`config.mk`:
```
export PLATFORM = sky130hd
export DESIGN_NAME = ipif_mst_responder_flat
export DESIGN_NICKNAME = d
export VERILOG_FILES = /design/src/rtl/ipif_mst_responder_if.sv /design/src/rtl/ipif_mst_responder.sv /design/src/flat_wrapper.sv
export SDC_FILE = /design/constraint.sdc
export NUM_CORES = 2
export LEC_CHECK = 0
export CAP_MARGIN = 20
export CORE_ASPECT_RATIO = 1.1
export CORE_MARGIN = 5
export CORE_UTILIZATION = 68
export DETAILED_ROUTE_END_ITERATION = 12
export PLACE_DENSITY_LB_ADDON = 0.3
export SLEW_MARGIN = 10
export SYNTH_ARGS = -nofsm -noshare
export SYNTH_HDL_FRONTEND = slang
export SYNTH_SLANG_ARGS = --single-unit
export TNS_END_PERCENT = 1
```
`constraint.sdc`:
```
create_clock -name axi_clk -period 5.3 [get_ports axi_clk]
set_clock_uncertainty 0.1 [all_clocks]
set_input_delay 1.06 -clock axi_clk [delete_from_list [all_inputs] [get_ports axi_clk]]
set_output_delay 1.06 -clock axi_clk [all_outputs]
set_load 0.1 [all_outputs]
```
`src/rtl/ipif_mst_responder_if.sv`:
```
// IPIF master command bus as seen between the DMA AXI-lite master port and a
// single-beat responder. Signal names follow the IPIF naming of the master core.
interface ipif_mst_responder_if;
    logic        IP2Bus_MstRd_Req;
    logic        IP2Bus_MstWr_Req;
    logic [31:0] IP2Bus_Mst_Addr;
    logic [3:0]  IP2Bus_Mst_BE;
    logic        IP2Bus_Mst_Lock;
    logic        IP2Bus_Mst_Reset;
    logic [31:0] IP2Bus_MstWr_d;
    logic        Bus2IP_Mst_CmdAck;
    logic        Bus2IP_Mst_Cmplt;
    logic        Bus2IP_Mst_Error;
    logic        Bus2IP_Mst_Rearbitrate;
    logic        Bus2IP_Mst_Timeout;
    logic [31:0] Bus2IP_MstRd_d;
    logic        Bus2IP_MstRd_src_rdy_n;
    logic        Bus2IP_MstWr_dst_rdy_n;

    modport master (
        output IP2Bus_MstRd_Req, IP2Bus_MstWr_Req, IP2Bus_Mst_Addr, IP2Bus_Mst_BE,
               IP2Bus_Mst_Lock, IP2Bus_Mst_Reset, IP2Bus_MstWr_d,
        input  Bus2IP_Mst_CmdAck, Bus2IP_Mst_Cmplt, Bus2IP_Mst_Error,
               Bus2IP_Mst_Rearbitrate, Bus2IP_Mst_Timeout, Bus2IP_MstRd_d,
               Bus2IP_MstRd_src_rdy_n, Bus2IP_MstWr_dst_rdy_n
    );

    modport slave (
        input  IP2Bus_MstRd_Req, IP2Bus_MstWr_Req, IP2Bus_Mst_Addr, IP2Bus_Mst_BE,
               IP2Bus_Mst_Lock, IP2Bus_Mst_Reset, IP2Bus_MstWr_d,
        output Bus2IP_Mst_CmdAck, Bus2IP_Mst_Cmplt, Bus2IP_Mst_Error,
               Bus2IP_Mst_Rearbitrate, Bus2IP_Mst_Timeout, Bus2IP_MstRd_d,
               Bus2IP_MstRd_src_rdy_n, Bus2IP_MstWr_dst_rdy_n
    );
endinterface

```
`src/rtl/ipif_mst_responder.sv`:
```
// Single-beat IPIF master-command responder backed by a byte-enabled register
// bank, with programmable wait latency, bad-address errors and statistics.
module ipif_mst_responder #(
    parameter int          ADDR_WIDTH  = 6,
    parameter logic [31:0] BASE_ADDR   = 32'h7A00_0000,
    parameter int          WAIT_CYCLES = 2,
    parameter int          CNT_WIDTH   = 16
) (
    input  logic                 axi_clk,
    input  logic                 axi_resetn,
    ipif_mst_responder_if.slave  bus,
    output logic [CNT_WIDTH-1:0] stat_rd_cnt,
    output logic [CNT_WIDTH-1:0] stat_wr_cnt,
    output logic [CNT_WIDTH-1:0] stat_err_cnt
);
    localparam int         DEPTH     = 2 ** ADDR_WIDTH;
    localparam logic [3:0] WAIT_LOAD = (WAIT_CYCLES > 0) ? 4'(WAIT_CYCLES - 1) : 4'd0;

    typedef enum logic [2:0] {
        S_IDLE,
        S_ACK,
        S_WAIT,
        S_DATA,
        S_CMPLT
    } state_t;

    state_t                 state_reg;
    logic [31:0]            addr_reg;
    logic [3:0]             be_reg;
    logic                   is_wr_reg;
    logic [3:0]             wait_cnt_reg;
    logic                   cmd_ack_reg;
    logic                   cmplt_reg;
    logic                   error_reg;
    logic                   src_rdy_n_reg;
    logic                   dst_rdy_n_reg;
    logic [31:0]            rd_d_reg;
    logic [CNT_WIDTH-1:0]   rd_cnt_reg;
    logic [CNT_WIDTH-1:0]   wr_cnt_reg;
    logic [CNT_WIDTH-1:0]   err_cnt_reg;

    logic                   addr_good;
    logic [ADDR_WIDTH-1:0]  index;
    logic                   go_data;
    logic                   bank_we;
    logic [31:0]            rd_word;
    logic                   unused_lock;

    assign unused_lock = bus.IP2Bus_Mst_Lock;

    assign addr_good = (addr_reg[31:ADDR_WIDTH+2] == BASE_ADDR[31:ADDR_WIDTH+2]) &&
                       (addr_reg[1:0] == 2'b00);
    assign index     = addr_reg[ADDR_WIDTH+1:2];

    // DATA is entered straight from ACK only when no wait cycles are configured.
    assign go_data = ((state_reg == S_ACK) && addr_good && (WAIT_CYCLES == 0)) ||
                     ((state_reg == S_WAIT) && (wait_cnt_reg == 4'd0));

    // An abort during the DATA cycle itself drops the write.
    assign bank_we = (state_reg == S_DATA) && is_wr_reg && !bus.IP2Bus_Mst_Reset;

    genvar gi;
    generate
        for (gi = 0; gi < 4; gi++) begin : g_lane
            logic [7:0] mem [DEPTH];

            always_ff @(posedge axi_clk or negedge axi_resetn) begin
                if (!axi_resetn) begin
                    for (int i = 0; i < DEPTH; i++) begin
                        mem[i] <= 8'd0;
                    end
                end else if (bank_we && be_reg[gi]) begin
                    mem[index] <= bus.IP2Bus_MstWr_d[8*gi +: 8];
                end
            end

            assign rd_word[8*gi +: 8] = mem[index];
        end
    endgenerate

    always_ff @(posedge axi_clk or negedge axi_resetn) begin
        if (!axi_resetn) begin
            state_reg     <= S_IDLE;
            addr_reg      <= 32'd0;
            be_reg        <= 4'd0;
            is_wr_reg     <= 1'b0;
            wait_cnt_reg  <= 4'd0;
            cmd_ack_reg   <= 1'b0;
            cmplt_reg     <= 1'b0;
            error_reg     <= 1'b0;
            src_rdy_n_reg <= 1'b1;
            dst_rdy_n_reg <= 1'b1;
            rd_d_reg      <= 32'd0;
            rd_cnt_reg    <= '0;
            wr_cnt_reg    <= '0;
            err_cnt_reg   <= '0;
        end else begin
            cmd_ack_reg   <= 1'b0;
            cmplt_reg     <= 1'b0;
            error_reg     <= 1'b0;
            src_rdy_n_reg <= 1'b1;
            dst_rdy_n_reg <= 1'b1;

            if (bus.IP2Bus_Mst_Reset) begin
                state_reg <= S_IDLE;
            end else begin
                if (go_data) begin
                    state_reg <= S_DATA;
                    if (is_wr_reg) begin
                        dst_rdy_n_reg <= 1'b0;
                    end else begin
                        src_rdy_n_reg <= 1'b0;
                        rd_d_reg      <= rd_word;
                    end
                end

                case (state_reg)
                    S_IDLE: begin
                        // Write wins a tie; a held read is picked up on the next IDLE.
                        if (bus.IP2Bus_MstWr_Req || bus.IP2Bus_MstRd_Req) begin
                            is_wr_reg   <= bus.IP2Bus_MstWr_Req;
                            addr_reg    <= bus.IP2Bus_Mst_Addr;
                            be_reg      <= bus.IP2Bus_Mst_BE;
                            cmd_ack_reg <= 1'b1;
                            state_reg   <= S_ACK;
                        end
                    end
                    S_ACK: begin
                        if (!addr_good) begin
                            cmplt_reg <= 1'b1;
                            error_reg <= 1'b1;
                            state_reg <= S_CMPLT;
                        end else if (WAIT_CYCLES != 0) begin
                            wait_cnt_reg <= WAIT_LOAD;
                            state_reg    <= S_WAIT;
                        end
                    end
                    S_WAIT: begin
                        if (wait_cnt_reg != 4'd0) begin
                            wait_cnt_reg <= wait_cnt_reg - 4'd1;
                        end
                    end
                    S_DATA: begin
                        cmplt_reg <= 1'b1;
                        state_reg <= S_CMPLT;
                    end
                    S_CMPLT: begin
                        if (error_reg) begin
                            err_cnt_reg <= err_cnt_reg + CNT_WIDTH'(1);
                        end else if (is_wr_reg) begin
                            wr_cnt_reg <= wr_cnt_reg + CNT_WIDTH'(1);
                        end else begin
                            rd_cnt_reg <= rd_cnt_reg + CNT_WIDTH'(1);
                        end
                        state_reg <= S_IDLE;
                    end
                    default: state_reg <= S_IDLE;
                endcase
            end
        end
    end

    assign bus.Bus2IP_Mst_CmdAck      = cmd_ack_reg;
    assign bus.Bus2IP_Mst_Cmplt       = cmplt_reg;
    assign bus.Bus2IP_Mst_Error       = error_reg;
    assign bus.Bus2IP_Mst_Rearbitrate = 1'b0;
    assign bus.Bus2IP_Mst_Timeout     = 1'b0;
    assign bus.Bus2IP_MstRd_d         = rd_d_reg;
    assign bus.Bus2IP_MstRd_src_rdy_n = src_rdy_n_reg;
    assign bus.Bus2IP_MstWr_dst_rdy_n = dst_rdy_n_reg;

    assign stat_rd_cnt  = rd_cnt_reg;
    assign stat_wr_cnt  = wr_cnt_reg;
    assign stat_err_cnt = err_cnt_reg;
endmodule

```
`src/flat_wrapper.sv`:
```
// flat-port wrapper written by rule: the top's interface ports become plain ports
module ipif_mst_responder_flat 
#(
    parameter int          ADDR_WIDTH  = 6,
    parameter logic [31:0] BASE_ADDR   = 32'h7A00_0000,
    parameter int          WAIT_CYCLES = 2,
    parameter int          CNT_WIDTH   = 16
)
  (axi_clk, axi_resetn, stat_rd_cnt, stat_wr_cnt, stat_err_cnt, bus_IP2Bus_MstRd_Req, bus_IP2Bus_MstWr_Req, bus_IP2Bus_Mst_Addr, bus_IP2Bus_Mst_BE, bus_IP2Bus_Mst_Lock, bus_IP2Bus_Mst_Reset, bus_IP2Bus_MstWr_d, bus_Bus2IP_Mst_CmdAck, bus_Bus2IP_Mst_Cmplt, bus_Bus2IP_Mst_Error, bus_Bus2IP_Mst_Rearbitrate, bus_Bus2IP_Mst_Timeout, bus_Bus2IP_MstRd_d, bus_Bus2IP_MstRd_src_rdy_n, bus_Bus2IP_MstWr_dst_rdy_n);
  ipif_mst_responder_if bus_i ();
  input  logic axi_clk;
  input  logic axi_resetn;
  output logic [CNT_WIDTH-1:0] stat_rd_cnt;
  output logic [CNT_WIDTH-1:0] stat_wr_cnt;
  output logic [CNT_WIDTH-1:0] stat_err_cnt;
  input wire logic [$bits(bus_i.IP2Bus_MstRd_Req)-1:0] bus_IP2Bus_MstRd_Req;
  input wire logic [$bits(bus_i.IP2Bus_MstWr_Req)-1:0] bus_IP2Bus_MstWr_Req;
  input wire logic [$bits(bus_i.IP2Bus_Mst_Addr)-1:0] bus_IP2Bus_Mst_Addr;
  input wire logic [$bits(bus_i.IP2Bus_Mst_BE)-1:0] bus_IP2Bus_Mst_BE;
  input wire logic [$bits(bus_i.IP2Bus_Mst_Lock)-1:0] bus_IP2Bus_Mst_Lock;
  input wire logic [$bits(bus_i.IP2Bus_Mst_Reset)-1:0] bus_IP2Bus_Mst_Reset;
  input wire logic [$bits(bus_i.IP2Bus_MstWr_d)-1:0] bus_IP2Bus_MstWr_d;
  output wire logic [$bits(bus_i.Bus2IP_Mst_CmdAck)-1:0] bus_Bus2IP_Mst_CmdAck;
  output wire logic [$bits(bus_i.Bus2IP_Mst_Cmplt)-1:0] bus_Bus2IP_Mst_Cmplt;
  output wire logic [$bits(bus_i.Bus2IP_Mst_Error)-1:0] bus_Bus2IP_Mst_Error;
  output wire logic [$bits(bus_i.Bus2IP_Mst_Rearbitrate)-1:0] bus_Bus2IP_Mst_Rearbitrate;
  output wire logic [$bits(bus_i.Bus2IP_Mst_Timeout)-1:0] bus_Bus2IP_Mst_Timeout;
  output wire logic [$bits(bus_i.Bus2IP_MstRd_d)-1:0] bus_Bus2IP_MstRd_d;
  output wire logic [$bits(bus_i.Bus2IP_MstRd_src_rdy_n)-1:0] bus_Bus2IP_MstRd_src_rdy_n;
  output wire logic [$bits(bus_i.Bus2IP_MstWr_dst_rdy_n)-1:0] bus_Bus2IP_MstWr_dst_rdy_n;
  assign bus_i.IP2Bus_MstRd_Req = bus_IP2Bus_MstRd_Req;
  assign bus_i.IP2Bus_MstWr_Req = bus_IP2Bus_MstWr_Req;
  assign bus_i.IP2Bus_Mst_Addr = bus_IP2Bus_Mst_Addr;
  assign bus_i.IP2Bus_Mst_BE = bus_IP2Bus_Mst_BE;
  assign bus_i.IP2Bus_Mst_Lock = bus_IP2Bus_Mst_Lock;
  assign bus_i.IP2Bus_Mst_Reset = bus_IP2Bus_Mst_Reset;
  assign bus_i.IP2Bus_MstWr_d = bus_IP2Bus_MstWr_d;
  assign bus_Bus2IP_Mst_CmdAck = bus_i.Bus2IP_Mst_CmdAck;
  assign bus_Bus2IP_Mst_Cmplt = bus_i.Bus2IP_Mst_Cmplt;
  assign bus_Bus2IP_Mst_Error = bus_i.Bus2IP_Mst_Error;
  assign bus_Bus2IP_Mst_Rearbitrate = bus_i.Bus2IP_Mst_Rearbitrate;
  assign bus_Bus2IP_Mst_Timeout = bus_i.Bus2IP_Mst_Timeout;
  assign bus_Bus2IP_MstRd_d = bus_i.Bus2IP_MstRd_d;
  assign bus_Bus2IP_MstRd_src_rdy_n = bus_i.Bus2IP_MstRd_src_rdy_n;
  assign bus_Bus2IP_MstWr_dst_rdy_n = bus_i.Bus2IP_MstWr_dst_rdy_n;
  ipif_mst_responder #(.ADDR_WIDTH(ADDR_WIDTH), .BASE_ADDR(BASE_ADDR), .WAIT_CYCLES(WAIT_CYCLES), .CNT_WIDTH(CNT_WIDTH)) u_core (.axi_clk(axi_clk), .axi_resetn(axi_resetn), .bus(bus_i), .stat_rd_cnt(stat_rd_cnt), .stat_wr_cnt(stat_wr_cnt), .stat_err_cnt(stat_err_cnt));
endmodule
```
==> reports/summary.json <==
{
  "ratio_of_cells_with_drive_above_1_in_the_final_layout": 0.449,
  "slew_headroom": 0.193,
  "first_pass_grt_wire_length_um": 461000,
  "crit_path_start_kind": "flop",
  "period_share": 0.808,
  "detail_route.wl_per_cell_um": 33.5,
  "vias": 67300,
  "fp.dieArea_mm2": 0.153,
  "dr.pass1.iters": 9,
  "timing_hold_violations_final": 0,
  "final_max_slew_viol_count": 0,
  "synth-compound-area-share": 0.0681,
  "vias_per_cell": 7.26,
  "critPathKind": "flop to flop",
  "crit_path_end_kind": "flop",
  "final_antenna_net_count": 0,
  "groute.usage.overall": 0.403,
  "p_per_area_mw_per_mm2": 339,
  "post-cts-setup-buffer-count": 0,
  "clock_sinks": 2177,
  "asyncSetResetFlopFracSynth": 1.00,
  "cpPeakStageDelay_ns": 0.79,
  "rsz0062_at_grt": "false",
  "cts-resized-gates": 0,
  "critical_path_required_ns": 5.90,
  "cts_hold_buf": 0,
  "status": "complete, no violations",
  "synth_area_per_cell_um2": 14.0,
  "combinational_family_with_the_most_area_after_synthesis": "multiplexers",
  "max_freq_mhz": 234,
  "fp.dieH_um": 410,
  "finalNetCount": 7231,
  "seq_area_frac_synth": 0.551,
  "power.leakage_nw": 52.3,
  "cts_root_buffer": "sky130_fd_sc_hd__clkbuf_16",
  "multi_input_comb_area_mm2": 0.0422,
  "worst_ep_arrival_time_ns": 4.88,
  "worst_pin_slew_ns": 1.21,
  "number_of_cts_inserted_buffers": 209,
  "synthSimpleGateAreaFrac": 0.0382,
  "postSynthRegisterBits": 2177,
  "first_global_vias": 69000,
  "place.detailed.hpwl_um": 193000,
  "drt-initial-drc-count": 8488,
  "timing.final.crit_period_ns": 4.28,
  "synth_enable_flop_cells": 0,
  "stdcell_area_mm2": 0.110,
  "area.growth.synth_to_final_pct": 11.6,
  "yosys_warnings": 0,
  "gp_congestion": 0.909,
  "fin_total_pwr_mw": 37.4,
  "holdCritPathClass": "primary input to asynchronous set/reset pin",
  "largest_register_ff_count": 2048,
  "ctsHtreeMaxLevel": 4,
  "postSynth.topFlopCell": "sky130_fd_sc_hd__dfrtp_1",
  "post_synth_inst_count": 7078,
  "post-synth-top-area-fraction": 0.551,
  "drt-total-wl_um": 310000,
  "start_util": 0.685,
  "distinct_cell_type_count_after_synthesis": 72,
  "grt-ovfl-total": 0,
  "ff_latch_area_mm2": 0.0545,
  "power.ir.vdd_worst_mv": 0.418,
  "report.final.setup_viol": 0,
  "timing.critical_path.cells": "buf_12 -> or2_2 -> o22ai_1 -> a221oi_1 -> o211ai_1 -> a211oi_1 -> a41oi_1",
  "slowest_stage": "sky130_fd_sc_hd__dfrtp_4",
  "fillerInstances": 8443,
  "synthDominantAreaCellType": "sky130_fd_sc_hd__dfrtp_1",
  "path_clk_slew_ns": 0.07,
  "coreArea_mm2": 0.144,
  "largest_net_degree_at_the_start_of_global_routing": 146,
  "cell_area_reported_after_detailed_placement_mm2": 0.103,
  "final.setup.tns_ns": 0,
  "route.detailed.drc": 0,
  "timing.critical_path.fanout_max": 94,
  "max-cap-violations": 0,
  "synth_fa_ha_area_frac": 0.000633,
  "synth_xor_area_frac": 0.00399,
  "boundaryPins": 161,
  "synthMuxAreaShare": 0.314,
  "yosys-top-cells-area": "sky130_fd_sc_hd__dfrtp_1, sky130_fd_sc_hd__mux2_2, sky130_fd_sc_hd__mux2i_1",
  "chipWidth_um": 373,
  "synth.cell_area_mm2": 0.0988,
  "cts_tree": "built",
  "clkLatencyLatePin_ns": 0.88,
  "port_buffers": 157,
  "number_of_antenna_violations_at_the_first_check_in_global_routing": 19,
  "cts_buffer_depth": 3,
  "core_rows": 146
}
-- kinds of logic after synthesis --
group,Yosys count
and+or+nand+nor,714
DFF,2177
AOI/OAI and AO/OA,910
adders and majority gates,5
buffers and inverters,560
xor gates and xnor gates,45
muxes,2666
other,1
-- synth_stat cells (17+ instances only) --
| library cell | instances |
|---|---|
| sky130_fd_sc_hd__mux2_2 | 2237 |
| sky130_fd_sc_hd__buf_4 | 23 |
| sky130_fd_sc_hd__nand4_1 | 24 |
| sky130_fd_sc_hd__mux2i_1 | 304 |
| sky130_fd_sc_hd__a22o_1 | 43 |
| sky130_fd_sc_hd__nand2_1 | 170 |
| sky130_fd_sc_hd__xnor2_1 | 30 |
| sky130_fd_sc_hd__a31oi_1 | 31 |
| sky130_fd_sc_hd__nor2_1 | 119 |
| sky130_fd_sc_hd__o21ai_0 | 100 |
| sky130_fd_sc_hd__nand3_1 | 52 |
| sky130_fd_sc_hd__a21oi_1 | 88 |
| sky130_fd_sc_hd__a221o_1 | 25 |
| sky130_fd_sc_hd__buf_2 | 120 |
| sky130_fd_sc_hd__a221oi_1 | 202 |
| sky130_fd_sc_hd__o22ai_1 | 100 |
| sky130_fd_sc_hd__and3_1 | 17 |
| sky130_fd_sc_hd__dfrtp_1 | 2175 |
| sky130_fd_sc_hd__a22oi_1 | 201 |
| sky130_fd_sc_hd__mux4_2 | 125 |
| sky130_fd_sc_hd__buf_1 | 73 |
| sky130_fd_sc_hd__o22a_1 | 18 |
| sky130_fd_sc_hd__clkbuf_1 | 337 |
| sky130_fd_sc_hd__nor2_2 | 247 |
-- cell usage in the layout (no fill, tap or decap), types with 24 or more instances in the layout --
master,instances
sky130_fd_sc_hd__o21ai_0,100
sky130_fd_sc_hd__a22o_1,43
sky130_fd_sc_hd__mux4_2,125
sky130_fd_sc_hd__a31oi_1,31
sky130_fd_sc_hd__nand4_1,24
sky130_fd_sc_hd__clkbuf_16,210
sky130_fd_sc_hd__buf_4,205
sky130_fd_sc_hd__nor2_1,111
sky130_fd_sc_hd__a21oi_1,88
sky130_fd_sc_hd__nor2_2,250
sky130_fd_sc_hd__nand2_1,165
sky130_fd_sc_hd__buf_2,31
sky130_fd_sc_hd__clkinv_2,43
sky130_fd_sc_hd__xnor2_1,30
sky130_fd_sc_hd__a22oi_1,201
sky130_fd_sc_hd__dfrtp_1,2172
sky130_fd_sc_hd__a221o_1,25
sky130_fd_sc_hd__mux2i_1,304
sky130_fd_sc_hd__a221oi_1,202
sky130_fd_sc_hd__mux2_2,2237
sky130_fd_sc_hd__buf_12,48
sky130_fd_sc_hd__clkbuf_1,49
sky130_fd_sc_hd__clkdlybuf4s50_1,124
sky130_fd_sc_hd__clkbuf_8,47
sky130_fd_sc_hd__nand3_1,52
sky130_fd_sc_hd__o22ai_1,100
-- per-stage QoR --
stage	utilization	worst slack, ns	std cells	hold slack (ns)
3_5_place_dp	0.712	0.903	8845	0.369
2_1_floorplan	-	2.21	7079	0.372
5_1_grt	0.764	1.17	9253	0.150
3_3_place_gp	0.712	0.865	8844	0.358
6_report	0.764	1.02	9263	0.113
4_1_cts	0.761	1.05	9230	0.141
-- power breakdown --
group | leakage (nW) | switching [mW] | total, mW | internal [mW]
clock network | 3.49 | 6.62 | 15.4 | 8.76
logic | 18.5 | 3.95 | 5.22 | 1.27
registers | 30.3 | 0.136 | 16.8 | 16.7
-- final timing paths --
check                                        from                             to  slack [ns]  cells after the start
setup / recovery               u_core.addr_reg[3]  u_core.bus.Bus2IP_MstRd_d[30]        1.02                      7
hold / removal                         axi_resetn      u_core.g_lane[3].mem[475]        0.11                      1
setup reg to reg               u_core.addr_reg[3]  u_core.bus.Bus2IP_MstRd_d[30]        1.02                      7
hold reg to reg            u_core.stat_wr_cnt[15]         u_core.stat_wr_cnt[15]        0.38                      1
max in group asynchronous              axi_resetn      u_core.g_lane[0].mem[200]        3.49                      2
min in group axi_clk       u_core.stat_wr_cnt[15]         u_core.stat_wr_cnt[15]        0.38                      1
-- per-layer routing --
layer / routed length, um / GRT usage
met5: 109 / 0
met4: 25500 / 0.264
met3: 38900 / 0.142
met2: 134000 / 0.581
met1: 112000 / 0.519
-- cell type report --
type | count | area share
Sequential cell | 2177 | 0.494
Multi-Input combinational cell | 4342 | 0.383
Clock buffer | 306 | 0.0552
Timing Repair Buffer | 415 | 0.0368
Tap cell | 1924 | 0.0218
Clock inverter | 79 | 0.00901
Inverter | 7 | 0.000306
Antenna cell | 13 | 0.000295
-- worst max-delay path: cells and delay by family (launching register included) --
family	cells	cell delay, ns
buffers and inverters	1	0.59
and+or+nand+nor	1	0.69
AOI/OAI and AO/OA	5	1.77
DFF	1	0.79
Note: power is estimated with default switching activity, not from simulation.
